--- config.mk ---
export PLATFORM = sky130hd
export DESIGN_NAME = bpred_table_ctrl
export DESIGN_NICKNAME = d
export VERILOG_FILES = /design/src/rtl/bpred_table_ctrl.sv
export SDC_FILE = /design/constraint.sdc
export NUM_CORES = 1
export LEC_CHECK = 0
export CORE_ASPECT_RATIO = 0.7
export CORE_MARGIN = 2
export CORE_UTILIZATION = 40
export DETAILED_ROUTE_END_ITERATION = 6
export DONT_BUFFER_PORTS = 1
export PLACE_DENSITY = 0.58
export REMOVE_ABC_BUFFERS = 1
export SLEW_MARGIN = 5
export SYNTH_ARGS = -nofsm -noshare
export SYNTH_HDL_FRONTEND = slang
export SYNTH_SLANG_ARGS = --single-unit
--- constraint.sdc ---
create_clock -name clk -period 2.8 [get_ports clk]
set_input_delay 0.7 -clock clk [delete_from_list [all_inputs] [get_ports clk]]
set_output_delay 0.7 -clock clk [all_outputs]
set_load 0.01 [all_outputs]
--- src/rtl/bpred_table_ctrl.sv ---
// rtl/bpred_table_ctrl.sv - 2-bit branch-prediction table controller
// Fetch requests read the table in order; execute resolutions update it through a tracking FIFO.
module bpred_table_ctrl #(
    parameter int IDX_BITS = 4,
    parameter int DEPTH    = 4,
    parameter int CNT_W    = 8
) (
    input  logic                     clk,
    input  logic                     rst,
    input  logic                     req_valid,
    input  logic [IDX_BITS-1:0]      req_idx,
    output logic                     req_ready,
    output logic                     pred_valid,
    output logic                     pred_taken,
    input  logic                     res_valid,
    input  logic                     res_taken,
    output logic                     res_mispred,
    output logic [$clog2(DEPTH):0]   outstanding,
    output logic [CNT_W-1:0]         hit_cnt,
    output logic [CNT_W-1:0]         miss_cnt
);
    localparam int PTR_W   = $clog2(DEPTH);
    localparam int ENTRIES = 1 << IDX_BITS;
    localparam logic [PTR_W:0] FULL = (PTR_W + 1)'(DEPTH);

    typedef enum logic {S_INIT, S_RUN} state_t;

    state_t              state_q, state_d;
    logic [IDX_BITS-1:0] init_ptr_q, init_ptr_d;
    logic [PTR_W-1:0]    wr_ptr_q, wr_ptr_d, rd_ptr_q, rd_ptr_d;
    logic [PTR_W:0]      count_q, count_d;
    logic                pred_valid_q, pred_valid_d;
    logic                pred_taken_q, pred_taken_d;
    logic                res_mispred_q, res_mispred_d;
    logic [CNT_W-1:0]    hit_q, hit_d, miss_q, miss_d;

    logic [1:0]          tbl_q [ENTRIES];
    logic [IDX_BITS-1:0] fifo_idx_q [DEPTH];
    logic                fifo_pred_q [DEPTH];

    logic                accept, apply, req_pred, head_pred;
    logic [IDX_BITS-1:0] head_idx;
    logic [1:0]          head_state, head_next;
    logic                tbl_we;
    logic [IDX_BITS-1:0] tbl_waddr;
    logic [1:0]          tbl_wdata;

    always_comb begin
        state_d       = state_q;
        init_ptr_d    = init_ptr_q;
        wr_ptr_d      = wr_ptr_q;
        rd_ptr_d      = rd_ptr_q;
        count_d       = count_q;
        pred_valid_d  = 1'b0;
        pred_taken_d  = pred_taken_q;
        res_mispred_d = 1'b0;
        hit_d         = hit_q;
        miss_d        = miss_q;
        tbl_we        = 1'b0;
        tbl_waddr     = init_ptr_q;
        tbl_wdata     = 2'd0;

        req_ready  = (state_q == S_RUN) && (count_q != FULL);
        accept     = req_valid && req_ready;
        apply      = res_valid && (state_q == S_RUN) && (count_q != '0);
        // States 0 and 1 predict taken, so the prediction is the inverted MSB.
        req_pred   = ~tbl_q[req_idx][1];
        head_idx   = fifo_idx_q[rd_ptr_q];
        head_pred  = fifo_pred_q[rd_ptr_q];
        head_state = tbl_q[head_idx];

        case ({res_taken, head_state})
            3'b1_00, 3'b1_01, 3'b1_10: head_next = 2'd0;
            3'b1_11:                   head_next = 2'd2;
            3'b0_00:                   head_next = 2'd1;
            default:                   head_next = 2'd3;
        endcase

        if (state_q == S_INIT) begin
            tbl_we     = 1'b1;
            init_ptr_d = init_ptr_q + 1'b1;
            if (init_ptr_q == '1) state_d = S_RUN;
        end else if (apply) begin
            tbl_we    = 1'b1;
            tbl_waddr = head_idx;
            tbl_wdata = head_next;
        end

        if (accept) begin
            wr_ptr_d     = wr_ptr_q + 1'b1;
            pred_valid_d = 1'b1;
            pred_taken_d = req_pred;
        end

        if (apply) begin
            rd_ptr_d = rd_ptr_q + 1'b1;
            if (head_pred == res_taken) begin
                if (hit_q != '1) hit_d = hit_q + 1'b1;
            end else begin
                res_mispred_d = 1'b1;
                if (miss_q != '1) miss_d = miss_q + 1'b1;
            end
        end

        case ({accept, apply})
            2'b10:   count_d = count_q + 1'b1;
            2'b01:   count_d = count_q - 1'b1;
            default: count_d = count_q;
        endcase
    end

    always_ff @(posedge clk or posedge rst) begin
        if (rst) begin
            state_q       <= S_INIT;
            init_ptr_q    <= '0;
            wr_ptr_q      <= '0;
            rd_ptr_q      <= '0;
            count_q       <= '0;
            pred_valid_q  <= 1'b0;
            pred_taken_q  <= 1'b0;
            res_mispred_q <= 1'b0;
            hit_q         <= '0;
            miss_q        <= '0;
        end else begin
            state_q       <= state_d;
            init_ptr_q    <= init_ptr_d;
            wr_ptr_q      <= wr_ptr_d;
            rd_ptr_q      <= rd_ptr_d;
            count_q       <= count_d;
            pred_valid_q  <= pred_valid_d;
            pred_taken_q  <= pred_taken_d;
            res_mispred_q <= res_mispred_d;
            hit_q         <= hit_d;
            miss_q        <= miss_d;
        end
    end

    // Storage arrays need no reset: the INIT sweep and the FIFO pointers make old contents unreachable.
    always_ff @(posedge clk) begin
        if (tbl_we) tbl_q[tbl_waddr] <= tbl_wdata;
        if (accept) begin
            fifo_idx_q[wr_ptr_q]  <= req_idx;
            fifo_pred_q[wr_ptr_q] <= req_pred;
        end
    end

    assign pred_valid  = pred_valid_q;
    assign pred_taken  = pred_taken_q;
    assign res_mispred = res_mispred_q;
    assign outstanding = count_q;
    assign hit_cnt     = hit_q;
    assign miss_cnt    = miss_q;
endmodule

==> summary.txt <==
Status
  – Status: completed

Setup path
  – R2R depth: 7
  – Crit end category: register
  – CP Max Fanout: 16
  – Worst R2R Start: rd_ptr_q[0]$_DFFE_PP0P_
  – R2r setup slk: 240 ps
  – Slowest-stage cell, CP: mux4_2
  – CP delay by family, top: multiplexers
  – Crit path DAT: roughly 2600 ps
  – CP Cell Sequence: buf_4, mux4_2, mux2i_1, o22ai_1, nor2_1, o21ai_1, nand2_2
  – Required time of the critical path: ~2800 ps
  – Worst setup SP type: register
  – Worst r2r dst: tbl_q[4][1]$_DFFE_PP_
  – Critical Path Max Stage Delay: 710 ps
  – Crit Path Class: register to register
  – CP bufs+invs: 1

Global routing
  – Pin count of the biggest net entering global routing: 21
  – GRT met2 Usage: between 20% and 30%
  – First-pass GRT wire length: 11.74 mm
  – Vias in the first global route: 2050
  – Aggregate global routing overflow: 0
  – GR peak layer: met1
  – Met1 GRT Util: about a quarter
  – Initial antenna violation count: 0
  – Tot GR Track Use: between 10% and 20%
  – M3 GR Usage: 5.376%

Logic synthesis
  – Top-count cell post-synth: edfxtp_1
  – Top cells by area, synth: edfxtp_1 42%, dfrtp_1 21%, mux2i_1 6.7%
  – Seq/Total Area, Yosys: 62.25%
  – Top cells by count, synth: 52 x edfxtp_1, 31 x dfrtp_1, 28 x nand2_1, 27 x nor2_1, 25 x mux2i_1
  – EDFF count, synth: 52
  – Synth warn: 0
  – FF+latch count, synth: 83
  – Avg Inst Size Synth: 14.12 sq um
  – Post-synth top area cell: edfxtp_1
  – Library cells used by synthesis: 37
  – Synth Instances: between 200 and 300
  – Post-Syn Area: roughly 0.0038 sq mm
  – Post-synth top area share: between 40% and 50%
  – Top_reg_cell synth: edfxtp_1
  – Post-synthesis async set-or-reset flop share: a little under two fifths

Clocking
  – CTS root buf: clkbuf_16
  – Bufs on Longest Clock Path: 2
  – Cts repair resizes: 0
  – Worst-path clk slew: about 60 ps
  – Total setup buffers inserted after CTS: 0
  – Hold_buf cts: 0
  – Htree depth: 3
  – CTS sink cnt: 83
  – Skew-Pair Late Insertion Delay: 330 ps
  – Total CTS buffers: 9
  – TritonCTS clock tree: yes

STA
  – Final period utilization: roughly 90%
  – Crit path time final: around 2600 ps
  – Slew margin rel.: roughly 61%
  – Clock skew: ~6.4 ps
  – Final setup viols: 0
  – Final WS setup: 244.7 ps
  – Worst Max-Slew Pin Slew: approximately 580 ps
  – Final Max Tran Viols: 0
  – Setup TNS: 0 ps
  – Setup repair after global routing missed its margin: false
  – Fmax: just under 400 MHz
  – Hold Fails Final Rpt: 0

Pwr
  – Sw frac: about a third
  – Net Switching: ~1.5 mW
  – Maximum VDD drop: 0.3315 mV
  – Pint: 2.850 mW
  – Power consumption: approximately 4.4 mW
  – Combinational share of power: ~32%
  – Power share of the sequential group: 43.5%
  – Clock power share: around a quarter
  – Pwr per Cell Area: between 1000 and 1500 mW/mm^2
  – LEAKAGE: 1.643 nW

Route
  – First-pass iteration count of the detailed router: 5
  – Drt drc: 0
  – Post-route ant nets: 0
  – Initial drt markers: between 150 and 200
  – Avg WL per Cell: roughly 19 um
  – WL final: between 7 and 8 mm
  – Via count: 2126
  – Via density: ~5.2

Layout
  – Final Non-Filler Cells: 406
  – Post-Layout Inst Area: approximately 0.0042 sq mm
  – Diodes inserted: 0
  – Nets@finish: between 200 and 300
  – Fraction of layout cells with a size suffix above 1: between 10 and 15%
  – Area grow syn2layout: 12.23%

Place
  – GPL Wtd Cong: between 0.7 and 0.8
  – Cell Area, Placed: 0.003911 sq mm
  – DP Worst Slack: roughly 110 ps
  – Post-DP HPWL: between 5 and 6 mm
  – IO Port Bufs: 0
  – Total placed cells including tap cells: roughly 400

Hold path
  – Hold Path Class: primary input to asynchronous set/reset pin

Floorplan
  – Starting Density: 41.23%
  – Io pins: 32
  – Chip Height: ~85 um
  – DIE AREA: ~0.01 sq mm
  – Cell row count: 29
  – Core area: between 0.009 and 0.01 sq mm
  – Chip width: ~120 um

Flow run
  – MaxCap Viol Count: 0
==> flip-flops by register name (all words and copies together), names as in the netlist <==
signal,cells
fifo_idx_q,16
wr_ptr_q,2
rd_ptr_q,2
init_ptr_q,4
res_mispred,1
fifo_pred_q,4
hit_cnt,8
miss_cnt,8
pred_taken,1
state_q,1
tbl_q,32
pred_valid,1
outstanding,3
==> power by group through the flow <==
| stage | Sequential (mW) | Clock [mW] | Combinational, mW |
|---|---|---|---|
| final | 1.91 | 1.08 | 1.41 |
| after global routing | 1.94 | 1.17 | 1.54 |
| after CTS | 1.90 | 1.10 | 1.39 |
| after detailed placement | 1.92 | 0 | 1.38 |
| after global placement | 1.92 | 0 | 1.34 |
| after floorplan | 1.88 | 0 | 1.02 |
==> stage by stage <==
stage | utilization [%] | hold slack, ps
after floorplan | - | 466.0
after global placement | 42.95 | 495.3
after detailed placement | 42.95 | 515.3
after CTS | 45.95 | 333.9
after global routing | 46.27 | 352.6
final | 46.27 | 316.4
==> how the worst max path moves through the flow <==
stage / from / endpoint / slack, ps / cells past startpoint
finish: rd_ptr_q[0]$_DFFE_PP0P_ / tbl_q[4][1]$_DFFE_PP_ / 240 / 7
global route: rd_ptr_q[0]$_DFFE_PP0P_ / tbl_q[4][1]$_DFFE_PP_ / 150 / 7
CTS: rd_ptr_q[0]$_DFFE_PP0P_ / tbl_q[4][1]$_DFFE_PP_ / 90 / 7
detailed placement: rd_ptr_q[0]$_DFFE_PP0P_ / tbl_q[13][1]$_DFFE_PP_ / 110 / 7
global placement: rd_ptr_q[0]$_DFFE_PP0P_ / tbl_q[14][1]$_DFFE_PP_ / 210 / 7
floorplan: rd_ptr_q[0]$_DFFE_PP0P_ / tbl_q[0][1]$_DFFE_PP_ / 370 / 7
==> cells in the final DEF (no fill, tap or decap), types with 3 or more instances in the layout <==
cell        Yosys  routed
xnor2_1        15      15
ha_1            8       8
buf_4           0       5
nor2_1         27      27
clkinvlp_4      0       3
and3_1          4       4
o22ai_1         4       4
xor2_1          8       8
nand2b_1        3       3
edfxtp_1       52      52
inv_1          11      11
clkbuf_16       0       9
nand3_1         7       7
o21ai_0         3       3
mux4_2         10      10
mux2i_1        25      25
dfrtp_1        31      31
nand2_1        28      27
mux2_2          3       3
==> area by class of cell <==
class	count	area, sq um
Tap cell	124	155.1
Multi-Input combinational cell	166	1365
Fill cell	803	4893
Timing Repair Buffer	5	37.54
Sequential cell	83	2337
Clock inverter	4	27.53
Inverter	12	45.04
Clock buffer	12	246.5
==> routing by layer <==
layer	share of wire (%)	wire length [um]	vias up
li1	-	-	985
met1	49	3734	1078
met2	42	3210	56
met3	7.1	540	7
met4	0.93	70	0
met5	0	0	-
==> cells by family after synthesis <==
| family | after synthesis | share of synthesized area, % |
|---|---|---|
| multiplexers | 38 | 13.56 |
| XOR/XNOR | 24 | 5.798 |
| AND/OR/NAND/NOR | 80 | 9.697 |
| adder cells (fa/ha/maj) | 9 | 3.199 |
| buffers and inverters | 18 | 2.166 |
| flip-flops | 83 | 62.25 |
| AO/OA/AOI/OAI | 14 | 3.332 |
Note: power is estimated with default switching activity, not from simulation.
